==> src/rtl/spi_sort_engine_if.sv <==
// SPI pin bundle for spi_sort_engine: the host side drives sck/mosi/cs, the engine drives miso.
interface spi_sort_engine_if;
    logic sck;
    logic mosi;
    logic cs;
    logic miso;

    modport master (output sck, output mosi, output cs, input miso);
    modport slave  (input sck, input mosi, input cs, output miso);
endinterface

==> src/rtl/spi_sort_engine.sv <==
// SPI-slave command front end with a single-cycle insertion-sort buffer of SIZE entries.
// Build option: define SPI_SORT_DESCENDING_EN to keep the largest value at index 0.
//
// state     | meaning
// ----------+---------------------------------------------------------------
// S_IDLE    | waiting for cs to fall
// S_CMD     | shifting in the 8-bit command byte
// S_PAYLOAD | shifting in 8*DATA_BYTES bits of insert value
// S_EXEC    | one clk: apply insert or clear
// S_TX      | shifting snapshot (READ) or count (COUNT) out on miso
// S_DRAIN   | ignore sck until cs rises
module spi_sort_engine #(
    parameter int DATA_WIDTH = 8,
    parameter int SIZE       = 3,
    parameter int CNT_W      = $clog2(SIZE + 1)
) (
    input  logic             clk,
    input  logic             reset,
    spi_sort_engine_if.slave spi,
    output logic [CNT_W-1:0] count,
    output logic             full
);

    localparam int DATA_BYTES = (DATA_WIDTH + 7) / 8;
    localparam int EW         = 8 * DATA_BYTES;
    localparam int TX_W       = SIZE * EW;
    localparam logic [5:0] CMD_LAST = 6'd7;
    localparam logic [5:0] PAY_LAST = 6'(EW - 1);

    localparam logic [7:0] CMD_INSERT = 8'h01;
    localparam logic [7:0] CMD_READ   = 8'h02;
    localparam logic [7:0] CMD_CLEAR  = 8'h03;
    localparam logic [7:0] CMD_COUNT  = 8'h04;

    typedef enum logic [2:0] {
        S_IDLE, S_CMD, S_PAYLOAD, S_EXEC, S_TX, S_DRAIN
    } state_t;

    state_t state_q, state_d;

    logic [1:0] sck_sync, mosi_sync, cs_sync;
    logic       sck_prev, cs_prev;
    logic       sck_rise, sck_fall, cs_rise, cs_fall, mosi_s;

    logic [5:0]      bits_left;
    logic [EW-1:0]   shift_reg;
    logic [7:0]      cmd_byte;
    logic            op_clear;
    logic [TX_W-1:0] tx_reg;
    logic [TX_W-1:0] snap;
    logic            miso_q;

    logic [DATA_WIDTH-1:0] entry     [SIZE];
    logic [DATA_WIDTH-1:0] ins_entry [SIZE];
    logic [DATA_WIDTH-1:0] ins_val;
    logic [SIZE-1:0]       moves;

    logic shift_en, cmd_done, load_read, load_cnt, tx_shift, do_insert, do_clear;

    // Two-flop synchronisers plus one history flop for edge detection.
    always_ff @(posedge clk) begin
        if (reset) begin
            sck_sync  <= '0;
            mosi_sync <= '0;
            cs_sync   <= '0;
            sck_prev  <= 1'b0;
            cs_prev   <= 1'b0;
        end else begin
            sck_sync  <= {sck_sync[0], spi.sck};
            mosi_sync <= {mosi_sync[0], spi.mosi};
            cs_sync   <= {cs_sync[0], spi.cs};
            sck_prev  <= sck_sync[1];
            cs_prev   <= cs_sync[1];
        end
    end

    assign sck_rise = sck_sync[1] & ~sck_prev;
    assign sck_fall = ~sck_sync[1] & sck_prev;
    assign cs_rise  = cs_sync[1] & ~cs_prev;
    assign cs_fall  = ~cs_sync[1] & cs_prev;
    assign mosi_s   = mosi_sync[1];
    assign cmd_byte = {shift_reg[6:0], mosi_s};

    always_ff @(posedge clk) begin
        if (reset) state_q <= S_IDLE;
        else       state_q <= state_d;
    end

    always_comb begin
        state_d = state_q;
        if (cs_rise) begin
            state_d = S_IDLE;
        end else begin
            case (state_q)
                S_IDLE:    if (cs_fall) state_d = S_CMD;
                S_CMD: begin
                    if (sck_rise && bits_left == '0) begin
                        case (cmd_byte)
                            CMD_INSERT: state_d = S_PAYLOAD;
                            CMD_READ:   state_d = S_TX;
                            CMD_COUNT:  state_d = S_TX;
                            CMD_CLEAR:  state_d = S_EXEC;
                            default:    state_d = S_DRAIN;
                        endcase
                    end
                end
                S_PAYLOAD: if (sck_rise && bits_left == '0) state_d = S_EXEC;
                S_EXEC:    state_d = S_DRAIN;
                default:   state_d = state_q;
            endcase
        end
    end

    always_comb begin
        shift_en  = 1'b0;
        cmd_done  = 1'b0;
        load_read = 1'b0;
        load_cnt  = 1'b0;
        tx_shift  = 1'b0;
        if (!cs_rise) begin
            case (state_q)
                S_CMD: begin
                    shift_en  = sck_rise;
                    cmd_done  = sck_rise && bits_left == '0;
                    load_read = cmd_done && cmd_byte == CMD_READ;
                    load_cnt  = cmd_done && cmd_byte == CMD_COUNT;
                end
                S_PAYLOAD: shift_en = sck_rise;
                S_TX:      tx_shift = sck_fall;
                default:   ;
            endcase
        end
        do_insert = (state_q == S_EXEC) && !op_clear;
        do_clear  = (state_q == S_EXEC) && op_clear;
    end

    always_ff @(posedge clk) begin
        if (reset) begin
            bits_left <= '0;
            shift_reg <= '0;
            op_clear  <= 1'b0;
            tx_reg    <= '0;
            miso_q    <= 1'b0;
        end else begin
            if (state_d == S_CMD && state_q != S_CMD)
                bits_left <= CMD_LAST;
            else if (state_d == S_PAYLOAD && state_q != S_PAYLOAD)
                bits_left <= PAY_LAST;
            else if (shift_en)
                bits_left <= bits_left - 6'd1;

            if (shift_en)
                shift_reg <= {shift_reg[EW-2:0], mosi_s};

            if (cmd_done)
                op_clear <= (cmd_byte == CMD_CLEAR);

            if (load_read)
                tx_reg <= snap;
            else if (load_cnt)
                tx_reg <= TX_W'(8'(count)) << (TX_W - 8);
            else if (tx_shift)
                tx_reg <= tx_reg << 1;

            if (state_q != S_TX)
                miso_q <= 1'b0;
            else if (tx_shift)
                miso_q <= tx_reg[TX_W-1];
        end
    end

    assign spi.miso = miso_q;

    // Entries above count are masked so the snapshot never leaks stale data.
    always_comb begin
        snap = '0;
        for (int i = 0; i < SIZE; i++) begin
            if (CNT_W'(i) < count)
                snap[TX_W-1-i*EW -: EW] = EW'(entry[i]);
        end
    end

    assign ins_val = shift_reg[DATA_WIDTH-1:0];

    // Entries that sort after the new value move up one slot; the value lands at the
    // lowest moved slot, or at index count when nothing moves. Strict compare keeps
    // equal values in arrival order; when full, the top entry simply falls off.
    always_comb begin
        for (int i = 0; i < SIZE; i++) begin
`ifdef SPI_SORT_DESCENDING_EN
            moves[i] = (CNT_W'(i) < count) && (entry[i] < ins_val);
`else
            moves[i] = (CNT_W'(i) < count) && (entry[i] > ins_val);
`endif
        end
        ins_entry[0] = (moves[0] || count == '0) ? ins_val : entry[0];
        for (int i = 1; i < SIZE; i++) begin
            if (moves[i-1])
                ins_entry[i] = entry[i-1];
            else if (moves[i] || CNT_W'(i) == count)
                ins_entry[i] = ins_val;
            else
                ins_entry[i] = entry[i];
        end
    end

    always_ff @(posedge clk) begin
        if (reset || do_clear) begin
            for (int i = 0; i < SIZE; i++) entry[i] <= '0;
            count <= '0;
        end else if (do_insert) begin
            for (int i = 0; i < SIZE; i++) entry[i] <= ins_entry[i];
            if (!full) count <= count + CNT_W'(1);
        end
    end

    assign full = (count == CNT_W'(SIZE));

endmodule

==> src/flat_wrapper.sv <==
// flat-port wrapper written by rule: the top's interface ports become plain ports
module spi_sort_engine_flat 
#(
    parameter int DATA_WIDTH = 8,
    parameter int SIZE       = 3,
    parameter int CNT_W      = $clog2(SIZE + 1)
)
  (clk, reset, count, full, spi_sck, spi_mosi, spi_cs, spi_miso);
  spi_sort_engine_if spi_i ();
  input  logic clk;
  input  logic reset;
  output logic [CNT_W-1:0] count;
  output logic full;
  input wire logic [$bits(spi_i.sck)-1:0] spi_sck;
  input wire logic [$bits(spi_i.mosi)-1:0] spi_mosi;
  input wire logic [$bits(spi_i.cs)-1:0] spi_cs;
  output wire logic [$bits(spi_i.miso)-1:0] spi_miso;
  assign spi_i.sck = spi_sck;
  assign spi_i.mosi = spi_mosi;
  assign spi_i.cs = spi_cs;
  assign spi_miso = spi_i.miso;
  spi_sort_engine #(.DATA_WIDTH(DATA_WIDTH), .SIZE(SIZE), .CNT_W(CNT_W)) u_core (.clk(clk), .reset(reset), .spi(spi_i), .count(count), .full(full));
endmodule
==> config.mk <==
export PLATFORM = sky130hd
export DESIGN_NAME = spi_sort_engine_flat
export DESIGN_NICKNAME = d
export VERILOG_FILES = /design/src/rtl/spi_sort_engine_if.sv /design/src/rtl/spi_sort_engine.sv /design/src/flat_wrapper.sv
export SDC_FILE = /design/constraint.sdc
export NUM_CORES = 1
export LEC_CHECK = 0
export BUFFER_PORTS_ARGS = -buffer_cell sky130_fd_sc_hd__buf_2
export CAP_MARGIN = 20
export CORE_ASPECT_RATIO = 0.7
export CORE_MARGIN = 2
export CORE_UTILIZATION = 30
export DETAILED_ROUTE_END_ITERATION = 7
export SYNTH_ARGS = -nofsm -noshare
export SYNTH_HDL_FRONTEND = slang
export SYNTH_SLANG_ARGS = --single-unit
export TNS_END_PERCENT = 5
==> constraint.sdc <==
create_clock -name clk -period 3.46 [get_ports clk]
set_input_delay 0.692 -clock clk [delete_from_list [all_inputs] [get_ports clk]]
set_output_delay 0.692 -clock clk [all_outputs]
set_load 0.05 [all_outputs]
==> run_results.csv, run 1 <==
group,metric,value,unit
outcome,status,"finished, final reports clean",
route,via_per_inst,4.98,
clock_tree,postCtsSetupRepairBufs,0,
worst_hold_path,hold_class,"reg2reg",
final_layout,stdcell_area,4710,µm²
sta,rsz0062_at_grt,"no",
clock_tree,htree_levels,3,
placed_design,gp_congestion,0.882,
route,routedWlPerCell,15.4,µm
route,drc_errors,0,
setup_path,start_kind,"register",
power,powerDensity,428,nW/µm²
sta,period_share,78.6,%
sta,setup_viol,0,
sta,fmax,0.367,GHz
global_routing,grt_max_degree,25,
floorplan,core,13400,µm²
floorplan,rows,35,
floorplan,die_w,145,µm
worst_hold_path,whs_endpoint,"u_core.sck_sync[1]",
setup_path,cp_slowest_cell,"a31oi_1",
synth,avgSynthCellArea,9.10,µm²
synth,syn_area,4160,µm²
route,drt-initial-drc-count,272,
power,leakagePower,1.88,nW
setup_path,rr_startpoint,"u_core.ins_val[1]",
run,maxCapViolCount,0,
setup_path,crit_type,"reg2reg",
synth,synth_cells,457,
setup_path,end_kind,"register",
synth,synth_top_cell_by_area,"dfxtp_1",
setup_path,cp_cell_sequence,"buf_4 -> inv_1 -> ha_1 -> nor2b_1 -> o21a_1 -> o21ai_0 -> a21oi_1 -> o311ai_0 -> a31oi_1",
sta,setup_tns,0,ns
clock_tree,clkTransAtPathRegs,0.06,ns
global_routing,grt_pass1_wl,15900,µm
final_layout,num-nets-final,498,
route,ant_nets,0,
synth,yosys_warnings,0,
placed_design,placement.io_buffers,8,
synth,synth_ff_type,"dfxtp_1",
global_routing,overflow,0,
synth,yosys.cell_count.top_type,"nor2_1",
setup_path,cp_max_fo,13,
sta,finClkSkew,0.00623,ns
clock_tree,cts_tree,"done",
sta,slew_violations,0,
clock_tree,cts_hold_buffers,0,
sta,hold_viol,0,
setup_path,r2r_cells,9,
sta,holdWs,0.455,ns
synth,ys_ff_latch,77,
clock_tree,cts_resized,0,
final_layout,num_antenna_cells,0,
synth,synth_top_area_share,25.5,%
sta,relSlewSlack,38.5,%
setup_path,slowest_delay,0.78,ns
synth,synthArstFlopShare,0,%
power,ir_drop,0.220,mV
synth,synth_common_cells,"nor2_1, dfxtp_1, a21oi_1, nand2_1, mux2i_1",
synth,netlist_top_cells_area,"dfxtp_1, edfxtp_1, ha_1",
clock_tree,clockBufferDepth,2,
global_routing,antenna_found_initial,0,
synth,yosysUniqueCellTypes,57,
placed_design,place_hpwl,7650,µm
clock_tree,insertion_delay,0.33,ns
clock_tree,root_buffer,"clkbuf_16",
worst_hold_path,hold_path_depth,1,
floorplan,initial_core_util,31.1,%
sta,tightest_slew,0.918,ns
route,routed_wl,10100,µm
final_layout,drive_above_1_share,10.0,%
floorplan,die_h,103,µm
setup_path,r2r-end,"u_core.entry[0][19]",
global_routing,track_usage,14.1,%
floorplan,io_pins,9,
final_layout,fillCellCount,1357,
clock_tree,numCtsBuffers,9,
floorplan,die_area,14800,µm²
setup_path,arrival,2.67,ns
synth,ys_seq_area_share,42.8,%
synth,synth_edf_count,24,
setup_path,rrSetupSlack,0.74,ns
synth,syn_nets,491,
placed_design,place_area,4400,µm²
final_layout,syn_to_final_growth,13.4,%
route,dr.pass1.iters,5,
sta,min_period,2.72,ns
global_routing,grt_pass1_vias,2987,
power,power.total,2.02,mW
setup_path,required,3.41,ns
clock_tree,cts_sinks,77,
worst_hold_path,min-delay-start,"u_core.sck_sync[0]",
route,vias,3260,
## worst max-delay path: cells and delay by family (launching register included)
family,cells,cell delay (ns)
flip-flops,1,0.30
AO/OA/AOI/OAI,5,1.21
AND/OR/NAND/NOR,1,0.14
buffers and inverters,2,0.34
adder cells (fa/ha/maj),1,0.33
## worst max path at each step
stage	cells after the start	to	startpoint
2_1_floorplan	9	u_core.entry[0][10]	u_core.ins_val[1]
3_5_place_dp	9	u_core.entry[0][22]	u_core.ins_val[1]
4_1_cts	9	u_core.entry[0][19]	u_core.ins_val[1]
6_report	9	u_core.entry[0][19]	u_core.ins_val[1]
5_1_grt	9	u_core.entry[0][19]	u_core.ins_val[1]
3_3_place_gp	9	u_core.entry[0][23]	u_core.ins_val[1]
## per-stage QoR
step / utilization (%) / cells / setup slack (ns)
after detailed placement: 32.9 / 638 / 0.787
after floorplan: - / 457 / 0.505
after global routing: 35.3 / 654 / 0.608
after global placement: 32.9 / 638 / 0.868
after CTS: 35.3 / 654 / 0.771
final: 35.3 / 654 / 0.739
## where the power goes
part	internal, mW	switching [mW]
clock	0.621	0.368
combinational	0.0263	0.0412
sequential	0.944	0.0175
## cell type report
cell class | instances | area [µm²] | share of cell area, %
Multi-Input combinational cell | 331 | 2160 | 45.9
Sequential cell | 77 | 1780 | 37.8
Clock buffer | 11 | 264 | 5.60
Tap cell | 185 | 231 | 4.91
Timing Repair Buffer | 19 | 123 | 2.60
Inverter | 26 | 97.6 | 2.07
Clock inverter | 5 | 55.1 | 1.17
## kinds of logic after synthesis
| family | after synthesis | share of synthesized area [%] |
|---|---|---|
| AOI/OAI and AO/OA | 87 | 12.6 |
| xor gates and xnor gates | 8 | 1.68 |
| adders and majority gates | 29 | 8.72 |
| buffers and inverters | 49 | 5.32 |
| DFF | 77 | 42.8 |
| muxes | 30 | 7.22 |
| and+or+nand+nor | 177 | 21.6 |
## per-layer routing
metal / vias up / global-route usage [%] / wire [µm]
met5: - / 0 / 0
met4: 0 / 2.69 / 76
met3: 6 / 3.72 / 615
met2: 85 / 19.5 / 3950
met1: 1544 / 22.0 / 5410
li1: 1625 / - / -
## cells in the final DEF, fill, tap and decap left out, types with 3 or more instances in the layout
cell type	synthesis	routed
nor4_1	4	3
a221oi_1	7	7
or3_1	4	4
ha_1	29	29
nand2_1	36	36
xor2_1	4	4
nand3_1	3	3
nand2b_1	4	4
clkbuf_16	0	10
buf_4	2	11
nor4b_1	3	3
mux2i_1	30	30
o21ai_0	17	17
xnor2_1	4	4
a21oi_1	43	43
nor2b_1	15	15
edfxtp_1	24	24
inv_1	25	25
buf_2	6	8
nand4_1	6	6
dfxtp_1	53	53
nor3_1	9	9
nor2_1	73	73
Note: power is estimated with default switching activity, not from simulation.
==> run 2, diff against run 1 <==
==> constraint.sdc (replaced) <==
create_clock -name clk -period 2.85 [get_ports clk]
set_input_delay 0.57 -clock clk [delete_from_list [all_inputs] [get_ports clk]]
set_output_delay 0.57 -clock clk [all_outputs]
set_load 0.05 [all_outputs]
==> run 2 against run 1 <==
Against the previous run: power grew 28%; clock power increased by 34%; sequential share of layout area shrank 1.4 points; wire length is 6.7% higher; via count rose by 6.5%; global-route usage grew 1.1 points; sequential cell count did not move; critical path type unchanged; largest power group unchanged.
==> run_results.csv, run 2 (synthesized netlist as in run 1, its figures left out) <==
group,metric,value,unit
final_layout,stdcell_area,4900,µm²
final_layout,drive_above_1_share,13.7,%
route,drt-initial-drc-count,253,
global_routing,grt_max_degree,34,
power,leakagePower,1.99,nW
route,met3_length,767,µm
floorplan,initial_core_util,31.1,%
setup_path,arrival,2.66,ns
clock_tree,clockBufferDepth,2,
clock_tree,root_buffer,"clkbuf_16",
placed_design,place_area,4540,µm²
clock_tree,numCtsBuffers,9,
final_layout,num-nets-final,517,
final_layout,final_cells,673,
route,dr.pass1.iters,5,
global_routing,track_usage,15.2,%
route,vias,3471,
clock_tree,cts_hold_buffers,0,
outcome,status,"finished, final reports clean",
route,routed-wl-met2,4330,µm
sta,period_share,89.8,%
sta,tightest_slew,0.646,ns
sta,setup_viol,0,
final_layout,syn_to_final_growth,17.8,%
sta,fmax,0.391,GHz
final_layout,num_antenna_cells,0,
route,ant_nets,0,
sta,slew_violations,0,
sta,hold_viol,0,
placed_design,placement.io_buffers,8,
floorplan,rows,35,
run,maxCapViolCount,0,
global_routing,overflow,0,
route,routedLengthMet1,5520,µm
sta,finClkSkew,0.00809,ns
route,topRoutingLayerUsed,"met4",
clock_tree,cts_sinks,77,
global_routing,grt_pass1_vias,3193,
setup_path,start_kind,"register",
final_layout,final_common_cell,"nor2_1",
clock_tree,insertion_delay,0.35,ns
floorplan,die_w,145,µm
placed_design,gp_congestion,0.919,
sta,min_period,2.56,ns
clock_tree,cts_tree,"done",
placed_design,place_hpwl,8020,µm
power,ir_drop,0.298,mV
global_routing,grt_pass1_wl,17000,µm
sta,relSlewSlack,56.7,%
route,drc_errors,0,
floorplan,core,13400,µm²
route,routedWlPerCell,15.9,µm
global_routing,antenna_found_initial,0,
floorplan,io_pins,9,
setup_path,cp_max_fo,8,
setup_path,required,2.95,ns
placed_design,placed_cells,657,
sta,rsz0062_at_grt,"no",
floorplan,die_area,14800,µm²
setup_path,end_kind,"register",
floorplan,die_h,103,µm
route,routed_wl,10700,µm
clock_tree,clkTransAtPathRegs,0.06,ns
clock_tree,htree_levels,3,
final_layout,final_cell_mix,"nor2_1, dfxtp_1, a21oi_1, nand2_1",
worst_hold_path,hold_class,"reg2reg",
power,power.total,2.58,mW
setup_path,crit_type,"reg2reg",
route,via_per_inst,5.16,
power,powerDensity,527,nW/µm²
sta,setup_tns,0,ns
## run 2: cell count changes in the layout (fill, tap and decap cells not counted), sizes merged
cell,before,now
buf,19,38
clkbuf,11,13
clkinv,4,3
inv,26,25
## run 2: area by class of cell
class                   count  area [µm²]
clock inverters             3        43.8
inverters                  26        97.6
repair buffers             38         265
multi-input cells         331        2170
well taps                 185         231
clock buffers              13         314
flip-flops and latches     77        1780
fillers                  1325        8460
## run 2: repair_timing
action | in CTS | in global routing
endpoints found under the setup margin | 0 | 4
setup buffers | 0 | 0
gates resized for setup | 0 | 1
## run 2: worst max-delay path: stages, from the launching register on
cell,delay (ns)
dfxtp_1,0.32
inv_1,0.05
buf_4,0.16
ha_1,0.30
nor2b_1,0.14
o21a_1,0.16
o21ai_0,0.18
a21oi_1,0.09
o311ai_0,0.52
a31oi_1,0.18
buf_4,0.21
## run 2: routing by layer
metal | track usage, % | up-vias
met3 | 4.69 | 9
met1 | 23.0 | 1670
met4 | 3.88 | 0
met5 | 0 | -
met2 | 20.9 | 113
li1 | - | 1679
## run 2: stage by stage
stage          setup WS, ns  utilization, %  hold WS [ns]
4_1_cts               0.147            36.7         0.432
6_report              0.290            36.7         0.438
5_1_grt               0.117            36.7         0.454
3_3_place_gp          0.273            34.0         0.434
3_5_place_dp          0.180            34.0         0.441
2_1_floorplan        0.0793               -         0.414
## run 2: path summary, 6_finish.rpt
check | to | cells after the start | slack [ns] | start
setup / recovery | u_core.entry[0][21] | 10 | 0.29 | u_core.ins_val[1]
hold / removal | u_core.sck_sync[1] | 1 | 0.44 | u_core.sck_sync[0]
setup reg to reg | u_core.entry[0][21] | 10 | 0.29 | u_core.ins_val[1]
hold reg to reg | u_core.sck_sync[1] | 1 | 0.44 | u_core.sck_sync[0]
## run 2: report_power, final
group | leakage, nW | switching, mW | internal (mW)
registers | 0.667 | 0.0191 | 1.15
clock network | 0.177 | 0.467 | 0.862
logic | 1.14 | 0.0542 | 0.0345
total | 1.99 | 0.540 | 2.04
